==> config.mk <==
export PLATFORM = sky130hd
export DESIGN_NAME = sclk_burst_gen_flat
export DESIGN_NICKNAME = d
export VERILOG_FILES = /design/src/rtl/sclk_burst_gen_pkg.sv /design/src/rtl/sclk_burst_gen_if.sv /design/src/rtl/sclk_burst_gen_phase_timer.sv /design/src/rtl/sclk_burst_gen.sv /design/src/flat_wrapper.sv
export SDC_FILE = /design/constraint.sdc
export NUM_CORES = 1
export LEC_CHECK = 0
export ABC_AREA = 1
export BUFFER_PORTS_ARGS = -buffer_cell sky130_fd_sc_hd__buf_4
export CAP_MARGIN = 10
export CORE_MARGIN = 2
export CORE_UTILIZATION = 50
export DETAILED_ROUTE_END_ITERATION = 8
export GPL_ROUTABILITY_DRIVEN = 0
export PLACE_DENSITY = 0.71
export SETUP_SLACK_MARGIN = 0.2
export SYNTH_ARGS = -nofsm -noshare
export SYNTH_HDL_FRONTEND = slang
export SYNTH_HIERARCHICAL = 1
export SYNTH_SLANG_ARGS = --single-unit
==> constraint.sdc <==
create_clock -name clk -period 3 [get_ports clk]
set_input_delay 0.6 -clock clk [delete_from_list [all_inputs] [get_ports clk]]
set_output_delay 0.6 -clock clk [all_outputs]
set_load 0.02 [all_outputs]
==> src/rtl/sclk_burst_gen_pkg.sv <==
// rtl/sclk_burst_gen_pkg.sv - shared types, default widths and half-period clamp for sclk_burst_gen
package sclk_burst_pkg;

  typedef enum logic [1:0] {
    IDLE = 2'd0,
    HIGH = 2'd1,
    LOW  = 2'd2
  } state_t;

  localparam int DEF_WIDTH     = 32;
  localparam int DEF_DIV_WIDTH = 16;

  // A zero half-period would give a zero-length level; run it at the fastest legal rate instead.
  function automatic int unsigned clamp_half(input int unsigned hp);
    return (hp == 0) ? 32'd1 : hp;
  endfunction

endpackage

==> src/rtl/sclk_burst_gen_if.sv <==
// rtl/sclk_burst_gen_if.sv - burst request/status bundle; rise/fall exist only with SCLK_BURST_GEN_STROBE_EN
interface sclk_burst_gen_if
  import sclk_burst_pkg::*;
#(
  parameter int WIDTH     = DEF_WIDTH,
  parameter int DIV_WIDTH = DEF_DIV_WIDTH
) ();

  logic                 start;
  logic                 stop;
  logic [DIV_WIDTH-1:0] half_period;
  logic [WIDTH-1:0]     n_cycles;
  logic                 sclk;
  logic                 busy;
  logic                 done;
  logic [WIDTH-1:0]     count;
`ifdef SCLK_BURST_GEN_STROBE_EN
  logic                 rise;
  logic                 fall;

  modport master (output start, stop, half_period, n_cycles,
                  input  sclk, busy, done, count, rise, fall);
  modport slave  (input  start, stop, half_period, n_cycles,
                  output sclk, busy, done, count, rise, fall);
`else
  modport master (output start, stop, half_period, n_cycles,
                  input  sclk, busy, done, count);
  modport slave  (input  start, stop, half_period, n_cycles,
                  output sclk, busy, done, count);
`endif

endinterface

==> src/rtl/sclk_burst_gen_phase_timer.sv <==
// rtl/sclk_burst_gen_phase_timer.sv - level-length down-counter; expire is high while the count sits at zero
module sclk_phase_timer #(
  parameter int DIV_WIDTH = 16
) (
  input  logic                 clk,
  input  logic                 reset_n,
  input  logic                 i_load,
  input  logic [DIV_WIDTH-1:0] i_load_val,
  output logic                 o_expire
);

  logic [DIV_WIDTH-1:0] r_cnt;

  always_ff @(posedge clk) begin
    if (!reset_n) begin
      r_cnt <= '0;
    end else if (i_load) begin
      r_cnt <= i_load_val;
    end else if (r_cnt != '0) begin
      r_cnt <= r_cnt - 1'b1;
    end
  end

  assign o_expire = (r_cnt == '0);

endmodule

==> src/rtl/sclk_burst_gen.sv <==
// rtl/sclk_burst_gen.sv - programmable sclk burst generator with start/busy/done handshake
// Optional rise/fall strobes are built when SCLK_BURST_GEN_STROBE_EN is defined.
module sclk_burst_gen
  import sclk_burst_pkg::*;
#(
  parameter int WIDTH     = DEF_WIDTH,
  parameter int DIV_WIDTH = DEF_DIV_WIDTH
) (
  input logic             clk,
  input logic             reset_n,
  sclk_burst_gen_if.slave bus
);

  state_t               r_state;
  logic [DIV_WIDTH-1:0] r_h;
  logic [WIDTH-1:0]     r_n;
  logic [WIDTH-1:0]     r_count;
  logic                 r_sclk;
  logic                 r_busy;
  logic                 r_done;
  logic                 r_rise;
  logic                 r_fall;

  logic                 w_start_ok;
  logic                 w_expire;
  logic                 w_load;
  logic [DIV_WIDTH-1:0] w_h_in;
  logic [DIV_WIDTH-1:0] w_load_val;

  assign w_start_ok = (r_state == IDLE) && bus.start && !bus.stop;
  assign w_h_in     = DIV_WIDTH'(clamp_half(32'(bus.half_period)));
  // Timer holds H-1 so that each level spans exactly H clk cycles including the load cycle.
  assign w_load     = w_start_ok || ((r_state != IDLE) && w_expire);
  assign w_load_val = (r_state == IDLE) ? (w_h_in - 1'b1) : (r_h - 1'b1);

  sclk_phase_timer #(.DIV_WIDTH(DIV_WIDTH)) u_timer (
    .clk        (clk),
    .reset_n    (reset_n),
    .i_load     (w_load),
    .i_load_val (w_load_val),
    .o_expire   (w_expire)
  );

  always_ff @(posedge clk) begin
    if (!reset_n) begin
      r_state <= IDLE;
      r_h     <= '0;
      r_n     <= '0;
      r_count <= '0;
      r_sclk  <= 1'b0;
      r_busy  <= 1'b0;
      r_done  <= 1'b0;
      r_rise  <= 1'b0;
      r_fall  <= 1'b0;
    end else begin
      r_done <= 1'b0;
      r_rise <= 1'b0;
      r_fall <= 1'b0;
      case (r_state)
        IDLE: begin
          r_sclk <= 1'b0;
          r_busy <= 1'b0;
          if (w_start_ok) begin
            r_h     <= w_h_in;
            r_n     <= bus.n_cycles;
            r_count <= {{(WIDTH-1){1'b0}}, 1'b1};
            r_sclk  <= 1'b1;
            r_busy  <= 1'b1;
            r_rise  <= 1'b1;
            r_state <= HIGH;
          end
        end
        HIGH, LOW: begin
          if (bus.stop) begin
            r_fall  <= r_sclk;
            r_sclk  <= 1'b0;
            r_busy  <= 1'b0;
            r_done  <= 1'b1;
            r_state <= IDLE;
          end else if (w_expire && r_state == HIGH) begin
            r_sclk  <= 1'b0;
            r_fall  <= 1'b1;
            r_state <= LOW;
          end else if (w_expire) begin
            if (r_n != '0 && r_count == r_n) begin
              r_busy  <= 1'b0;
              r_done  <= 1'b1;
              r_state <= IDLE;
            end else begin
              r_count <= r_count + 1'b1;
              r_sclk  <= 1'b1;
              r_rise  <= 1'b1;
              r_state <= HIGH;
            end
          end
        end
        default: r_state <= IDLE;
      endcase
    end
  end

  assign bus.sclk  = r_sclk;
  assign bus.busy  = r_busy;
  assign bus.done  = r_done;
  assign bus.count = r_count;
`ifdef SCLK_BURST_GEN_STROBE_EN
  assign bus.rise  = r_rise;
  assign bus.fall  = r_fall;
`else
  logic w_unused_strobes;
  assign w_unused_strobes = r_rise ^ r_fall;
`endif

endmodule
==> src/flat_wrapper.sv <==
// flat-port wrapper written by rule: the top's interface ports become plain ports
module sclk_burst_gen_flat import sclk_burst_pkg::*;
#(
  parameter int WIDTH     = DEF_WIDTH,
  parameter int DIV_WIDTH = DEF_DIV_WIDTH
)
  (clk, reset_n, bus_start, bus_stop, bus_half_period, bus_n_cycles, bus_sclk, bus_busy, bus_done, bus_count);
  sclk_burst_gen_if #(.WIDTH(WIDTH), .DIV_WIDTH(DIV_WIDTH)) bus_i ();
  input logic clk;
  input logic reset_n;
  input wire logic [$bits(bus_i.start)-1:0] bus_start;
  input wire logic [$bits(bus_i.stop)-1:0] bus_stop;
  input wire logic [$bits(bus_i.half_period)-1:0] bus_half_period;
  input wire logic [$bits(bus_i.n_cycles)-1:0] bus_n_cycles;
  output wire logic [$bits(bus_i.sclk)-1:0] bus_sclk;
  output wire logic [$bits(bus_i.busy)-1:0] bus_busy;
  output wire logic [$bits(bus_i.done)-1:0] bus_done;
  output wire logic [$bits(bus_i.count)-1:0] bus_count;
  assign bus_i.start = bus_start;
  assign bus_i.stop = bus_stop;
  assign bus_i.half_period = bus_half_period;
  assign bus_i.n_cycles = bus_n_cycles;
  assign bus_sclk = bus_i.sclk;
  assign bus_busy = bus_i.busy;
  assign bus_done = bus_i.done;
  assign bus_count = bus_i.count;
  sclk_burst_gen #(.WIDTH(WIDTH), .DIV_WIDTH(DIV_WIDTH)) u_core (.clk(clk), .reset_n(reset_n), .bus(bus_i));
endmodule
==> metrics.md, run 1 <==
| Metric | Value |
|---|---|
| Status | `completed` |
| Synth top area share | `30.1%` |
| First-pass GRT wire length | `30,300 um` |
| Worst hold endpoint | `u_core/r_n[12]` |
| Final cell count without fillers | `1,341` |
| CP top delay family | `simple AND/OR/NAND/NOR gates` |
| Routed wire length | `18,900 um` |
| WP data required | `3.29 ns` |
| WL/cell | `14.1 um` |
| Critical-path cell list | `inv_1, ha_2, buf_4, nand3_1, nand2_1, ha_1, inv_1, nor2_1, and3_1, nand4_1, xor2_1, nand2_1, a21oi_1` |
| Post-CTS Setup Bufs | `0` |
| Leakage | `roughly 3.5 nW` |
| Critical hold path startpoint | `u_core/r_n[12]` |
| Sequential area share after synthesis | `a little under a third` |
| Post-DP HPWL | `14,000 um` |
| Via count | `6,932` |
| CP Capture Type | `register` |
| Antenna-violating nets left | `0` |
| Io pins | `87` |
| Synth cell count leaders | `nand2_1, nor2_1, inv_1, dfxtp_1, nand3_1` |
| Max_slew headroom | `approximately 47%` |
| Core Util, Final | `58.8%` |
| RR Startpoint | `u_core/r_state[0]` |
| DIE AREA | `between 0.01 and 0.015 mm2` |
| Syn Inst Count | `1,098` |
| Worst Reg-to-Reg Cells | `13` |
| Min Tclk post-route | `around 2.6 ns` |
| Post-route DRC | `0` |
| Largest stage delay on the critical path | `0.41 ns` |
| Syn avg cell area | `6.11 um2` |
| Worst clock skew | `0.00516 ns` |
| Initial DRC Count | `678` |
| Synthesis-stage register bit count | `101` |
| Yosys warnings | `6` |
| Starting Density | `50.9%` |
| Worst Tran Pin Value | `0.797 ns` |
| Synth area leader | `dfxtp_1` |
| Buf+Inv Stages, Crit Path | `3` |
| Power per Cell Area | `730 mW/mm2` |
| Endpoints failing setup | `0` |
| Synth Cell Area | `0.00671 mm2` |
| Tcrit/Tclk final | `~86%` |
| Num CTS Buffers | `9` |
| CTS Hold Bufs | `0` |
| Crit path DAT | `around 2.9 ns` |
| R2r endpoint | `u_core/u_timer/r_cnt[12]` |
| Antenna Cells | `0` |
| Peak supply drop | `0.000360 V` |
| Startpoint types | `register` |
| Remaining global-route overflow | `0` |
| Distinct cells, synth | `41` |
| Layout cells sized above 1 | `12.9%` |
| Vias in the first global route | `6,147` |
| Hold Path Depth | `2` |
| Area post-placement | `0.00747 mm2` |
| Reg2Reg Setup Slack | `0.43 ns` |
| Root Driver | `clkbuf_16` |
| Largest net degree at the start of global routing | `between 70 and 80` |
| Layout Area Growth over Synthesis | `15.5%` |
| Unrepaired setup endpoints after global routing | `yes` |
| Final setup TNS | `0 ns` |
| CORE AREA | `0.0132 mm2` |
| Top-count cell post-synth | `nand2_1` |
| Die X | `roughly 120 um` |
| Initial antenna violation count | `0` |
| Ys flop type | `dfxtp_1` |
| Post-cts resize count | `0` |
| Critical Path Fanout Max | `15` |
| Drt first pass iters | `6` |
| Register clock-pin slew on the reported worst setup and hold paths | `0.07 ns` |
| Total power | `approximately 5.7 mW` |
| Maximum clock path buffer count | `2` |
| CP Class | `register to register` |
| Core Rows | `42` |
| Slew Limit Fails | `0` |
| Post-synth net total | `~1,200` |
| Fmax achieved | `between 300 and 400 MHz` |
| Max cap viols | `0` |
| Worst setup margin | `between 0.4 and 0.5 ns` |
| FFs w/ async S/R, synth | `0%` |
| Placed insts | `1,324` |
| Clock sinks | `101` |
| CTS H-tree lvls | `3` |
| Hold Path Class | `register to register` |
| Clock latency at the later pin of the worst-skew pair | `0.36 ns` |
| Slowest stage cell, crit path | `ha_2` |
| Final nets | `between 1,000 and 1,500` |
| Hold Slack | `0.494 ns` |
| Drt via density | `5.17` |
| CTS tree | `yes` |
| EDFF count, synth | `0` |
| Total Routing Usage GR | `26.2%` |
| Post-route cell area | `0.00775 mm2` |
| Synth top area cells | `dfxtp_1, nand2_1, nor2_1, inv_1, nand3_1` |
| Final Hold Fails | `0` |
| Number of I/O port buffers | `86` |
| Dpl ws | `roughly 0.35 ns` |
| Die height | `120 um` |
-- flip-flops by register name (all words and copies together) (netlist names) --
name                  count
u_core/r_n               32
u_core/r_state            2
u_core/bus.sclk           1
u_core/u_timer/r_cnt     16
u_core/bus.busy           1
u_core/r_h               16
u_core/bus.done           1
u_core/bus.count         32
-- cell type report --
class	count	area (um2)
fill	1363	5440
multi-input combinational	821	3990
sequential	101	2020
timing repair buffer	101	771
inverter	126	473
clock buffer	9	225
tap	176	220
clock inverter	7	51.3
-- how the worst max path moves through the flow --
stage | cells past startpoint | to | start
after floorplan | 14 | u_core/u_timer/r_cnt[12] | u_core/r_state[0]
after global placement | 15 | u_core/u_timer/r_cnt[15] | u_core/r_state[0]
after detailed placement | 13 | u_core/u_timer/r_cnt[12] | u_core/r_state[1]
after CTS | 13 | u_core/u_timer/r_cnt[12] | u_core/r_state[1]
after global routing | 13 | u_core/u_timer/r_cnt[12] | u_core/r_state[1]
final | 13 | u_core/u_timer/r_cnt[12] | u_core/r_state[0]
-- power breakdown --
| group | internal, mW | switching [mW] | total, mW |
|---|---|---|---|
| Sequential | 1.58 | 0.275 | 1.85 |
| Combinational | 0.977 | 1.72 | 2.69 |
| Clock | 0.566 | 0.543 | 1.11 |
| Total | 3.12 | 2.54 | 5.66 |
-- tightest hold or removal path: stages (launching register included) --
cell and delay, ns:
dfxtp_1 0.32, inv_1 0.07, a21oi_1 0.06
-- kinds of logic after synthesis --
| family | after synthesis | share of synthesized area [%] |
|---|---|---|
| AO/OA/AOI/OAI | 167 | 12.7 |
| flip-flops | 101 | 30.1 |
| buffers and inverters | 177 | 10.9 |
| AND/OR/NAND/NOR | 595 | 38.5 |
| XOR/XNOR | 52 | 6.78 |
| adder cells (fa/ha/maj) | 6 | 1.12 |
-- placed cells by master, fill, tap and decap left out, types with 6 or more instances in the layout --
cell	n
nand2_1	269
nor3_1	13
buf_4	100
a21oi_1	80
xor2_1	23
nor2_2	6
o21ai_0	78
dfxtp_1	101
inv_1	119
clkbuf_16	9
xnor2_1	29
nor2_1	169
nand3_1	87
nand4_1	21
-- per-layer routing --
| metal | track usage [%] | routed length [um] | vias to the layer above |
|---|---|---|---|
| met1 | 40.1 | 9550 | 3057 |
| met4 | 7.94 | 250 | 0 |
| met3 | 4.47 | 1270 | 15 |
| met5 | 0 | 0 | - |
| met2 | 37.4 | 7790 | 243 |
| li1 | - | - | 3617 |
(Power assumes the default switching activity.)
==> run 2: changes to the inputs <==
--- a/config.mk
+++ b/config.mk
@@ -8,8 +8,10 @@
 export ABC_AREA = 1
 export BUFFER_PORTS_ARGS = -buffer_cell sky130_fd_sc_hd__buf_4
 export CAP_MARGIN = 10
+export CORE_ASPECT_RATIO = 1.1
 export CORE_MARGIN = 2
 export CORE_UTILIZATION = 50
+export CTS_CLUSTER_DIAMETER = 200
 export DETAILED_ROUTE_END_ITERATION = 8
 export GPL_ROUTABILITY_DRIVEN = 0
 export PLACE_DENSITY = 0.71
==> run 2 against run 1 <==
Against the previous run: worst hold slack got worse by 0.0092 ns; wire length increased by 0.63%; register-to-register slack improved by 0.09 ns.
==> metrics.md, run 2 (synthesis results as in run 1) <==
| Metric | Value |
|---|---|
| Status | `completed` |
| Commonest cells after routing, fill and taps aside | `nand2_1, nor2_1, inv_1, dfxtp_1, buf_4` |
| Endpoints failing setup | `0` |
| Leakage | `3.49 nW` |
| Final setup TNS | `0 ns` |
| Via count | `~7,000` |
| Io pins | `87` |
| Post-DP HPWL | `around 14,000 um` |
| Vias in the first global route | `6,507` |
| Power per Cell Area | `736 mW/mm2` |
| Most common cell after layout, fill and taps aside | `nand2_1` |
| Post-route cell area | `0.00773 mm2` |
| Max cap viols | `0` |
| Crit path DAT | `about 2.8 ns` |
| Total Routing Usage GR | `27.1%` |
| Max_slew headroom | `about three fifths` |
| Startpoint types | `register` |
| Min Tclk post-route | `2.48 ns` |
| Die X | `around 110 um` |
| Core Util, Final | `58.7%` |
| DIE AREA | `0.0144 mm2` |
| Number of I/O port buffers | `86` |
| Remaining global-route overflow | `0` |
| Largest net degree at the start of global routing | `58` |
| WL/cell | `14.3 um` |
| Unrepaired setup endpoints after global routing | `no` |
| WP data required | `3.29 ns` |
| Final Hold Fails | `0` |
| Drt first pass iters | `7` |
| CTS H-tree lvls | `3` |
| Initial DRC Count | `between 500 and 600` |
| Worst clock skew | `0.00759 ns` |
| First-pass GRT wire length | `about 31,000 um` |
| Critical Path Fanout Max | `15` |
| Die height | `approximately 130 um` |
| Clock latency at the later pin of the worst-skew pair | `0.36 ns` |
| Slew Limit Fails | `0` |
| Routed wire length | `~19,000 um` |
| Layout Area Growth over Synthesis | `15.1%` |
| CORE AREA | `approximately 0.013 mm2` |
| Num CTS Buffers | `9` |
| Dpl ws | `0.384 ns` |
| Worst Tran Pin Value | `between 0.6 and 0.7 ns` |
| Worst setup margin | `0.519 ns` |
| Clock sinks | `101` |
| Fmax achieved | `403 MHz` |
| Initial antenna violation count | `0` |
| Drt via density | `5.28` |
| Maximum clock path buffer count | `2` |
| CP Class | `register to register` |
| Antenna Cells | `0` |
| Hold Path Class | `register to register` |
| Area post-placement | `0.00744 mm2` |
| Tcrit/Tclk final | `82.7%` |
| Core Rows | `44` |
| CTS tree | `yes` |
| Register clock-pin slew on the reported worst setup and hold paths | `0.07 ns` |
| Peak supply drop | `0.000340 V` |
| Layout cells sized above 1 | `approximately 12%` |
| Antenna-violating nets left | `0` |
| Hold Slack | `0.485 ns` |
| Final nets | `1,217` |
| CP Capture Type | `register` |
| Starting Density | `51.0%` |
| Root Driver | `clkbuf_16` |
| Post-route DRC | `0` |
## run 2: per-stage QoR
step	power, mW	std cells
2_1_floorplan	3.89	1098
4_1_cts	5.71	1323
3_3_place_gp	4.49	1309
3_5_place_dp	4.53	1309
5_1_grt	6.14	1323
6_report	5.69	1323
## run 2: layer usage
metal  track usage, %  up-vias  part of all wire (%)
met5                0        -                     0
met4             13.5        0                   4.1
met3             4.80       58                   4.7
met2             48.7      204                    50
met1             30.2     3097                    41
li1                 -     3625                     -
## run 2: cell type report
type	instances	area, um2
Timing Repair Buffer	101	771
Clock buffer	12	246
Sequential cell	101	2020
Tap cell	161	201
Multi-Input combinational cell	820	3980
Inverter	126	473
Clock inverter	2	35.0
Fill cell	1326	5430
## run 2: final timing paths
| path | from | to | slack (ns) | depth (start not counted) |
|---|---|---|---|---|
| min reg2reg | u_core/r_n[18] | u_core/r_n[18] | 0.48 | 2 |
| min | u_core/r_n[18] | u_core/r_n[18] | 0.48 | 2 |
| max reg2reg | u_core/r_state[0] | u_core/u_timer/r_cnt[12] | 0.52 | 12 |
| max | u_core/r_state[0] | u_core/u_timer/r_cnt[12] | 0.52 | 12 |
## run 2: timing repair
action / 4_1_cts / 5_1_grt
setup endpoints to repair: 0 / 4
resized for setup: 0 / 1
buffers inserted: 0 / 0
hold endpoints to repair: 0 / 0
hold buffers: 0 / 0
## run 2: critical path, stage by stage, from the launching register on
cell and delay, ns:
dfxtp_1 0.38, inv_1 0.07, ha_2 0.28, or2_2 0.32, nand2_1 0.19, ha_1 0.25, inv_1 0.08, nor2_1 0.16
and3_1 0.22, nand4_1 0.10, xor2_1 0.17, nand2_1 0.07, a21oi_1 0.14
## run 2: power breakdown
part / switching (mW) / internal (mW) / leakage [nW] / total (mW)
logic: 1.67 / 0.973 / 2.52 / 2.65
clock network: 0.508 / 0.660 / 0.139 / 1.17
registers: 0.291 / 1.58 / 0.830 / 1.87
total: 2.47 / 3.21 / 3.49 / 5.69
